**src/rtl/pulse_stretcher_mc.sv**
```systemverilog
// Multi-channel programmable pulse stretcher: each din bit triggers a pulse of
// stretch_len cycles, with optional retrigger, edge detect, holdoff and drop flag.

module pulse_stretcher_ch #(
  parameter int CNT_W   = 8,
  parameter int HOLDOFF = 0
) (
  input  logic             clk,
  input  logic             reset_n,
  input  logic             din,
  input  logic [CNT_W-1:0] len_m1,
  input  logic             retrig_en,
  input  logic             edge_mode,
  input  logic             ovf_clr,
  output logic             stretched_pulse,
  output logic             busy,
  output logic             ovf
);
  typedef enum logic [1:0] {IDLE = 2'd0, STRETCH = 2'd1, HOLD = 2'd2} state_t;

  localparam bit               HAS_HOLD = (HOLDOFF != 0);
  localparam logic [CNT_W-1:0] HOLD_M1  = HAS_HOLD ? CNT_W'(HOLDOFF - 1) : '0;
  localparam logic [CNT_W-1:0] ONE      = CNT_W'(1);

  state_t           state;
  logic [CNT_W-1:0] cnt;
  logic             din_d;
  logic             trig, cnt_zero, idle_like, drop;

  always_comb begin
    trig      = edge_mode ? (din & ~din_d) : din;
    cnt_zero  = (cnt == '0);
    // an exhausted holdoff accepts triggers exactly like IDLE
    idle_like = (state == IDLE) || (state == HOLD && cnt_zero);
    drop      = 1'b0;
    if (trig) begin
      if (state == STRETCH)   drop = !retrig_en && (!cnt_zero || HAS_HOLD);
      else if (state == HOLD) drop = !cnt_zero;
    end
  end

  always_ff @(posedge clk or negedge reset_n) begin
    if (!reset_n) begin
      state           <= IDLE;
      cnt             <= '0;
      din_d           <= 1'b0;
      stretched_pulse <= 1'b0;
      busy            <= 1'b0;
      ovf             <= 1'b0;
    end else begin
      din_d <= din;
      ovf   <= (ovf & ~ovf_clr) | drop;
      if (idle_like) begin
        if (trig) begin
          state           <= STRETCH;
          cnt             <= len_m1;
          stretched_pulse <= 1'b1;
          busy            <= 1'b1;
        end else begin
          state           <= IDLE;
          cnt             <= '0;
          stretched_pulse <= 1'b0;
          busy            <= 1'b0;
        end
      end else if (state == STRETCH) begin
        if (!cnt_zero) begin
          cnt <= (trig && retrig_en) ? len_m1 : cnt - ONE;
        end else if (trig && (retrig_en || !HAS_HOLD)) begin
          cnt <= len_m1;
        end else if (HAS_HOLD) begin
          state           <= HOLD;
          cnt             <= HOLD_M1;
          stretched_pulse <= 1'b0;
        end else begin
          state           <= IDLE;
          stretched_pulse <= 1'b0;
          busy            <= 1'b0;
        end
      end else if (state == HOLD) begin
        cnt <= cnt - ONE;
      end else begin
        // unreachable encoding: fall back to a quiet IDLE
        state           <= IDLE;
        cnt             <= '0;
        stretched_pulse <= 1'b0;
        busy            <= 1'b0;
      end
    end
  end
endmodule

module pulse_stretcher_mc #(
  parameter int NCH     = 4,
  parameter int CNT_W   = 8,
  parameter int HOLDOFF = 0
) (
  input  logic             clk,
  input  logic             reset_n,
  input  logic [NCH-1:0]   din,
  input  logic [CNT_W-1:0] stretch_len,
  input  logic             retrig_en,
  input  logic             edge_mode,
  input  logic [NCH-1:0]   ovf_clr,
  output logic [NCH-1:0]   stretched_pulse,
  output logic [NCH-1:0]   busy,
  output logic [NCH-1:0]   ovf
);
  logic [CNT_W-1:0] len_m1;

  // a zero length behaves as a single-cycle pulse
  assign len_m1 = (stretch_len == '0) ? '0 : stretch_len - CNT_W'(1);

  for (genvar i = 0; i < NCH; i++) begin : g_ch
    pulse_stretcher_ch #(.CNT_W(CNT_W), .HOLDOFF(HOLDOFF)) u_ch (
      .clk             (clk),
      .reset_n         (reset_n),
      .din             (din[i]),
      .len_m1          (len_m1),
      .retrig_en       (retrig_en),
      .edge_mode       (edge_mode),
      .ovf_clr         (ovf_clr[i]),
      .stretched_pulse (stretched_pulse[i]),
      .busy            (busy[i]),
      .ovf             (ovf[i])
    );
  end
endmodule

```
**config.mk**
```make
export PLATFORM = sky130hd
export DESIGN_NAME = pulse_stretcher_mc
export DESIGN_NICKNAME = d
export VERILOG_FILES = /design/src/rtl/pulse_stretcher_mc.sv
export SDC_FILE = /design/constraint.sdc
export NUM_CORES = 1
export LEC_CHECK = 0
export BUFFER_PORTS_ARGS = -buffer_cell sky130_fd_sc_hd__buf_2
export CORE_MARGIN = 5
export CORE_UTILIZATION = 60
export DETAILED_ROUTE_END_ITERATION = 6
export PLACE_DENSITY = 0.79
export SKIP_CTS_REPAIR_TIMING = 1
export SLEW_MARGIN = 10
export SYNTH_ARGS = -nofsm -noshare
export SYNTH_HDL_FRONTEND = slang
export SYNTH_SLANG_ARGS = --single-unit
```
**constraint.sdc**
```tcl
create_clock -name clk -period 3.35 [get_ports clk]
set_clock_uncertainty 0.1 [all_clocks]
set_input_delay 0.67 -clock clk [delete_from_list [all_inputs] [get_ports clk]]
set_output_delay 0.67 -clock clk [all_outputs]
set_load 0.01 [all_outputs]
```
## Word-level counts from Yosys, hierarchy flattened

Index checks and enable logic that the tools add are counted.

- Reductions and logical operators: 34
- Add/subtract/negate cells: 5
- Equality and inequality tests: 24
- Mux-type cells: 93
- Bitwise operators: 20

Operators with widths:

| operator | number |
|---|---|
| $mux 8 | 29 |
| $mux 1 | 44 |
| $logic_not 8->1 | 5 |
| $mux 2 | 20 |
| $sub 8x1->8 const B | 5 |
| $ne 4x3->1 const B | 4 |
| $logic_and 1x1->1 | 12 |
| $ne 3x1->1 const B | 4 |
| $ne 3x2->1 const B | 4 |
| $ne 3x3->1 const B | 4 |
| $reduce_and 3->1 | 4 |
| $and 1x1->1 | 8 |
| $eq 2x1->1 const B | 4 |
| $eq 2x2->1 const B | 4 |
| $logic_not 2->1 | 4 |
| $not 1->1 | 8 |
| $logic_not 1->1 | 5 |
| $logic_or 1x1->1 | 4 |
| $or 1x1->1 | 4 |

- Register bits after elaboration: 52
- Input port bits: 20
- Word-level logic and storage cells: 196
- Output and inout port bits: 12

## Longest topological paths before layout

- Depth after elaboration: 8
- Depth in mapped cells: 6
- Depth with buffers taken out: 6

## Cells and area by module

Synthesis repeated with hierarchy kept, for this count alone.

- Cells, all modules: 272
- Area total of the unflattened synthesis: 2812.7 um2

Modules (own cells, without submodules):

| module | instances | cells each | seq. area each (um2) | area each (um2) |
|---|---|---|---|---|
| pulse_stretcher_ch | 4 | 61 | 275.3 | 650.6 |
| pulse_stretcher_mc | 1 | 28 | 0.0 | 210.2 |

## Worst setup path before layout

OpenSTA, ideal clock, no wires.

- Path type: input to register
- From: in stretch_len[0]
- To: reg g_ch[1].u_ch.cnt[1]
- Library setup time: 0.122 ns
- Data required time: 3.128 ns
- Setup slack: 1.303 ns
- Stages on the path: 6
- Arrival time: 1.825 ns
- Buffers on the path: 0
- Cells stage by stage: inv_1 -> ha_1 -> nor4b_4 -> a21oi_1 -> o22a_1 -> a32o_1

- Cells in the longest elaborated chain, start to end: 6
- Elaborated cells between the ends (all ways): 9
- Classes of those cells: add/sub (1); mux (7); reduce/logical (1)

RTL lines:

| element | RTL line | text |
|---|---|---|
| start, declared | 100 | `input logic [CNT_W-1:0] stretch_len,` |
| $sub 8x1->8 or $logic_not 8->1 (tied branches) | 111 | `assign len_m1 = (stretch_len == '0) ? '0 : stretch_len - CNT_W'(1);` |
| $mux 8 (*) | 111 |  |
| $mux 8 (on tied branches) | 67, 68 |  |
| $mux 8 | 66 | `if (!cnt_zero) begin` |
| $mux 8 | 65 | `end else if (state == STRETCH) begin` |
| $mux 8 (*) | 53 | `if (idle_like) begin` |
| end signal, assigned | 56 | `cnt <= len_m1;` |
| end signal, assigned | 67 | `cnt <= (trig && retrig_en) ? len_m1 : cnt - ONE;` |
| end signal, assigned | 69 | `cnt <= len_m1;` |
| end, declared | 26 | `logic [CNT_W-1:0] cnt;` |

Every way passes the cells marked *; elsewhere a longest branch is shown, timed or not. The select of a mux whose other input is x is not followed.
A chain may end at the register's enable or synchronous reset.

## Final worst setup path

Same ends and word-level chain as after synthesis.

==> results_dict.tcl <==
set metrics [dict create \
    drtPass1Iterations 4 \
    tritoncts_clock_tree "yes" \
    grt_max_degree 45 \
    timing.slew.headroom 0.3677 \
    numPlacedInstances 352 \
    dieArea_sq_um 6028 \
    drive_above_1_share 0.1786 \
    post-route-drc-count 0 \
    period_minus_slack_ns 2.164 \
    timing.final.hold_violations 0 \
    dieHeight_microns 77.64 \
    cts_inserted_buffers 5 \
    dominantRegCellSynth "sky130_fd_sc_hd__dfrtp_1" \
    timing.final.max_slew_violations 0 \
    finalWeightedCongestion 0.8749 \
    switching_power_uw 981.5 \
    timing.critical_path.arrival_ns 2.25 \
    cts_buffer_depth 2 \
    critical_path.slowest_cell "sky130_fd_sc_hd__nor4b_4" \
    core_area_sq_um 4384 \
    synth-edff-count 0 \
    path_cells "buf_2, inv_1, ha_1, nor4b_4, a21oi_1, o22a_1, a32o_1" \
    drtIter0Drc 107 \
    grt_overflow 0 \
    p_sw_frac 0.4003 \
    p_leak_nw 1.255 \
    power_frac_comb 0.419 \
    timing.final.setup_violations 0 \
    power.share.clock 0.173 \
    initial_util 0.6261 \
    netlist_instances 284 \
    ys_types 53 \
    number_of_warnings_reported_in_the_yosys_synthesis_log 0 \
    synth.net_count 314 \
    final_cells 360 \
    vias_per_cell 6.289 \
    endpoint_kind "flop" \
    wire_length_of_the_first_global_routing_pass_microns 10610 \
    place.port_buffers 31 \
    h_tree_levels 2 \
    clkTransAtPathRegs_ns 0.09 \
    synth.cell_area_sq_um 2745 \
    num_rows 24 \
    power_frac_seq 0.408 \
    max_stage_delay_ns 0.41 \
    antenna_cells 0 \
    accumulated_negative_setup_slack_ns 0 \
    cp_max_fo 8 \
    drt-total-wl_microns 6236 \
    startpoint_type "primary input" \
    p_per_area_nw_per_um2 823.3 \
    ios 32 \
    synthArstFlopShare 1.000 \
    timing.critical_path.max_delay_family "compound AO/OA/AOI/OAI gates" \
    via_count_of_the_first_global_routing_pass 2233 \
    routed-via-count 2264 \
    number_of_antenna_violations_at_the_first_check_in_global_routing 0 \
    fmax_mhz 462.0 \
    seq_area_frac_synth 0.4011 \
    clkSinkCount 44 \
    hold_path_class "primary input to flop" \
    timing.hold.ws_ns 0.3896 \
    globalRouteTotalUtil 0.2140 \
    vdd.ir_drop.worst_uv 400.1 \
    fin_total_pwr_mw 2.452 \
    drv.max_cap_violation_count 0 \
    rsz0062_at_grt "false" \
    finish.net_count 337 \
    status "complete, no violations" \
    worstSkewPairLatency_ns 0.30 \
    worstSetupPathType "primary input to flop" \
    required_ns 3.44 \
    layout_overhead_on_the_synthesized_area_pct 8.478 \
    final_min_period_over_clock_period 0.6461 \
    ant_nets 0 \
    yosys_register_bits 44 \
    tightestPinTransition_ns 0.9485 \
    fp.dieW_microns 77.64 \
    syn_area_per_cell_sq_um 9.666 \
    internal-power_mw 1.470 \
    cts_root_buffer "sky130_fd_sc_hd__clkbuf_8" \
    place.detailed.hpwl_microns 4581 \
    worstPathBufferInverterCount 2 \
    utilization 0.6792 \
    detail_route.wl_per_cell_microns 17.32 \
]
-- path summary, 6_finish.rpt --
kind,from,end,slack [ns],depth (start not counted)
worst max-delay path,stretch_len[0],g_ch[1].u_ch.cnt[1],1.19,7
worst min-delay path,din[3],g_ch[3].u_ch.din_d,0.39,1
worst max register to register,g_ch[2].u_ch.cnt[0],g_ch[2].u_ch.cnt[4],1.21,6
worst min register to register,g_ch[1].u_ch.ovf,g_ch[1].u_ch.ovf,0.39,1
max in group asynchronous,reset_n,g_ch[2].u_ch.cnt[1],2.15,1
min in group asynchronous,reset_n,g_ch[3].u_ch.cnt[0],0.42,1
-- synth_stat cells (all sizes together) (4+ instances only) --
master / number / area share
or4: 4 / 0.011
nand2: 19 / 0.026
nor4: 8 / 0.021
nand3: 7 / 0.013
a21oi: 9 / 0.016
a21boi: 5 / 0.014
buf: 13 / 0.035
and2: 4 / 0.0091
o211ai: 5 / 0.014
o21ai: 10 / 0.018
o22ai: 21 / 0.050
dfrtp: 44 / 0.40
or3b: 4 / 0.013
xnor2: 14 / 0.045
nor3b: 5 / 0.014
nor3: 9 / 0.018
inv: 18 / 0.025
a21o: 5 / 0.014
xor2: 8 / 0.026
ha: 10 / 0.046
nor2: 13 / 0.018
-- registers in the layout, indices dropped and copies added, names as in the netlist --
name and count:
g_ch.u_ch.ovf 4, g_ch.u_ch.stretched_pulse 2, g_ch.u_ch.din_d 4, g_ch.u_ch.state 2
g_ch.u_ch.cnt 32
-- placed cells by master (no fill, tap or decap), types with 5 or more instances in the layout --
master,netlist,final
sky130_fd_sc_hd__xor2_1,8,8
sky130_fd_sc_hd__ha_1,10,10
sky130_fd_sc_hd__inv_1,18,18
sky130_fd_sc_hd__xnor2_1,14,14
sky130_fd_sc_hd__nor3b_1,5,5
sky130_fd_sc_hd__buf_2,1,31
sky130_fd_sc_hd__clkbuf_8,0,5
sky130_fd_sc_hd__o21ai_0,6,6
sky130_fd_sc_hd__a21boi_0,5,5
sky130_fd_sc_hd__nor4_1,7,7
sky130_fd_sc_hd__a21oi_1,9,9
sky130_fd_sc_hd__o22ai_1,20,20
sky130_fd_sc_hd__nor2_1,13,13
sky130_fd_sc_hd__dfrtp_1,44,44
sky130_fd_sc_hd__nand2_1,19,19
sky130_fd_sc_hd__nor3_1,8,8
sky130_fd_sc_hd__o211ai_1,5,5
sky130_fd_sc_hd__a21o_1,5,5
sky130_fd_sc_hd__nand3_1,7,7
-- layout make-up --
type | instances | area [sq um]
fillers | 370 | 1406
repair buffers | 31 | 155.1
clock inverters | 3 | 46.29
inverters | 18 | 67.56
flip-flops and latches | 44 | 1101
multi-input cells | 207 | 1474
clock buffers | 5 | 68.82
well taps | 52 | 65.06
-- routing by layer --
metal | vias up | GRT usage | routed length, microns
met4 | 0 | 0.06014 | 69
met2 | 72 | 0.3339 | 2922
li1 | 1097 | - | -
met5 | - | 0 | 0
met3 | 5 | 0.04282 | 466
met1 | 1090 | 0.3031 | 2777
-- metrics by stage --
step / worst slack (ns) / cell area [sq um]
after floorplan: 1.303 / 2745
after global placement: 0.9696 / 2863
after detailed placement: 0.9014 / 2863
after CTS: 1.221 / 2978
after global routing: 1.017 / 2978
final: 1.186 / 2978
-- kinds of logic (layout without fill, tap and decap cells) --
kind of cell               after synthesis  in the layout  share of synthesized area
muxes                                    1              1                   0.003646
xor gates and xnor gates                22             22                    0.07019
adders and majority gates               10             10                    0.04558
AOI/OAI and AO/OA                       85             85                     0.2293
buffers and inverters                   33             57                    0.06199
DFF                                     44             44                     0.4011
and+or+nand+nor                         89             89                     0.1882
-- power groups by stage --
stage | clock network (mW) | logic [mW] | registers [mW]
2_1_floorplan | 0 | 0.861 | 0.937
3_3_place_gp | 0 | 0.979 | 0.994
3_5_place_dp | 0 | 1.02 | 1.00
4_1_cts | 0.427 | 1.03 | 0.994
5_1_grt | 0.451 | 1.15 | 1.04
6_report | 0.424 | 1.03 | 1.00
(Power assumes the default switching activity.)
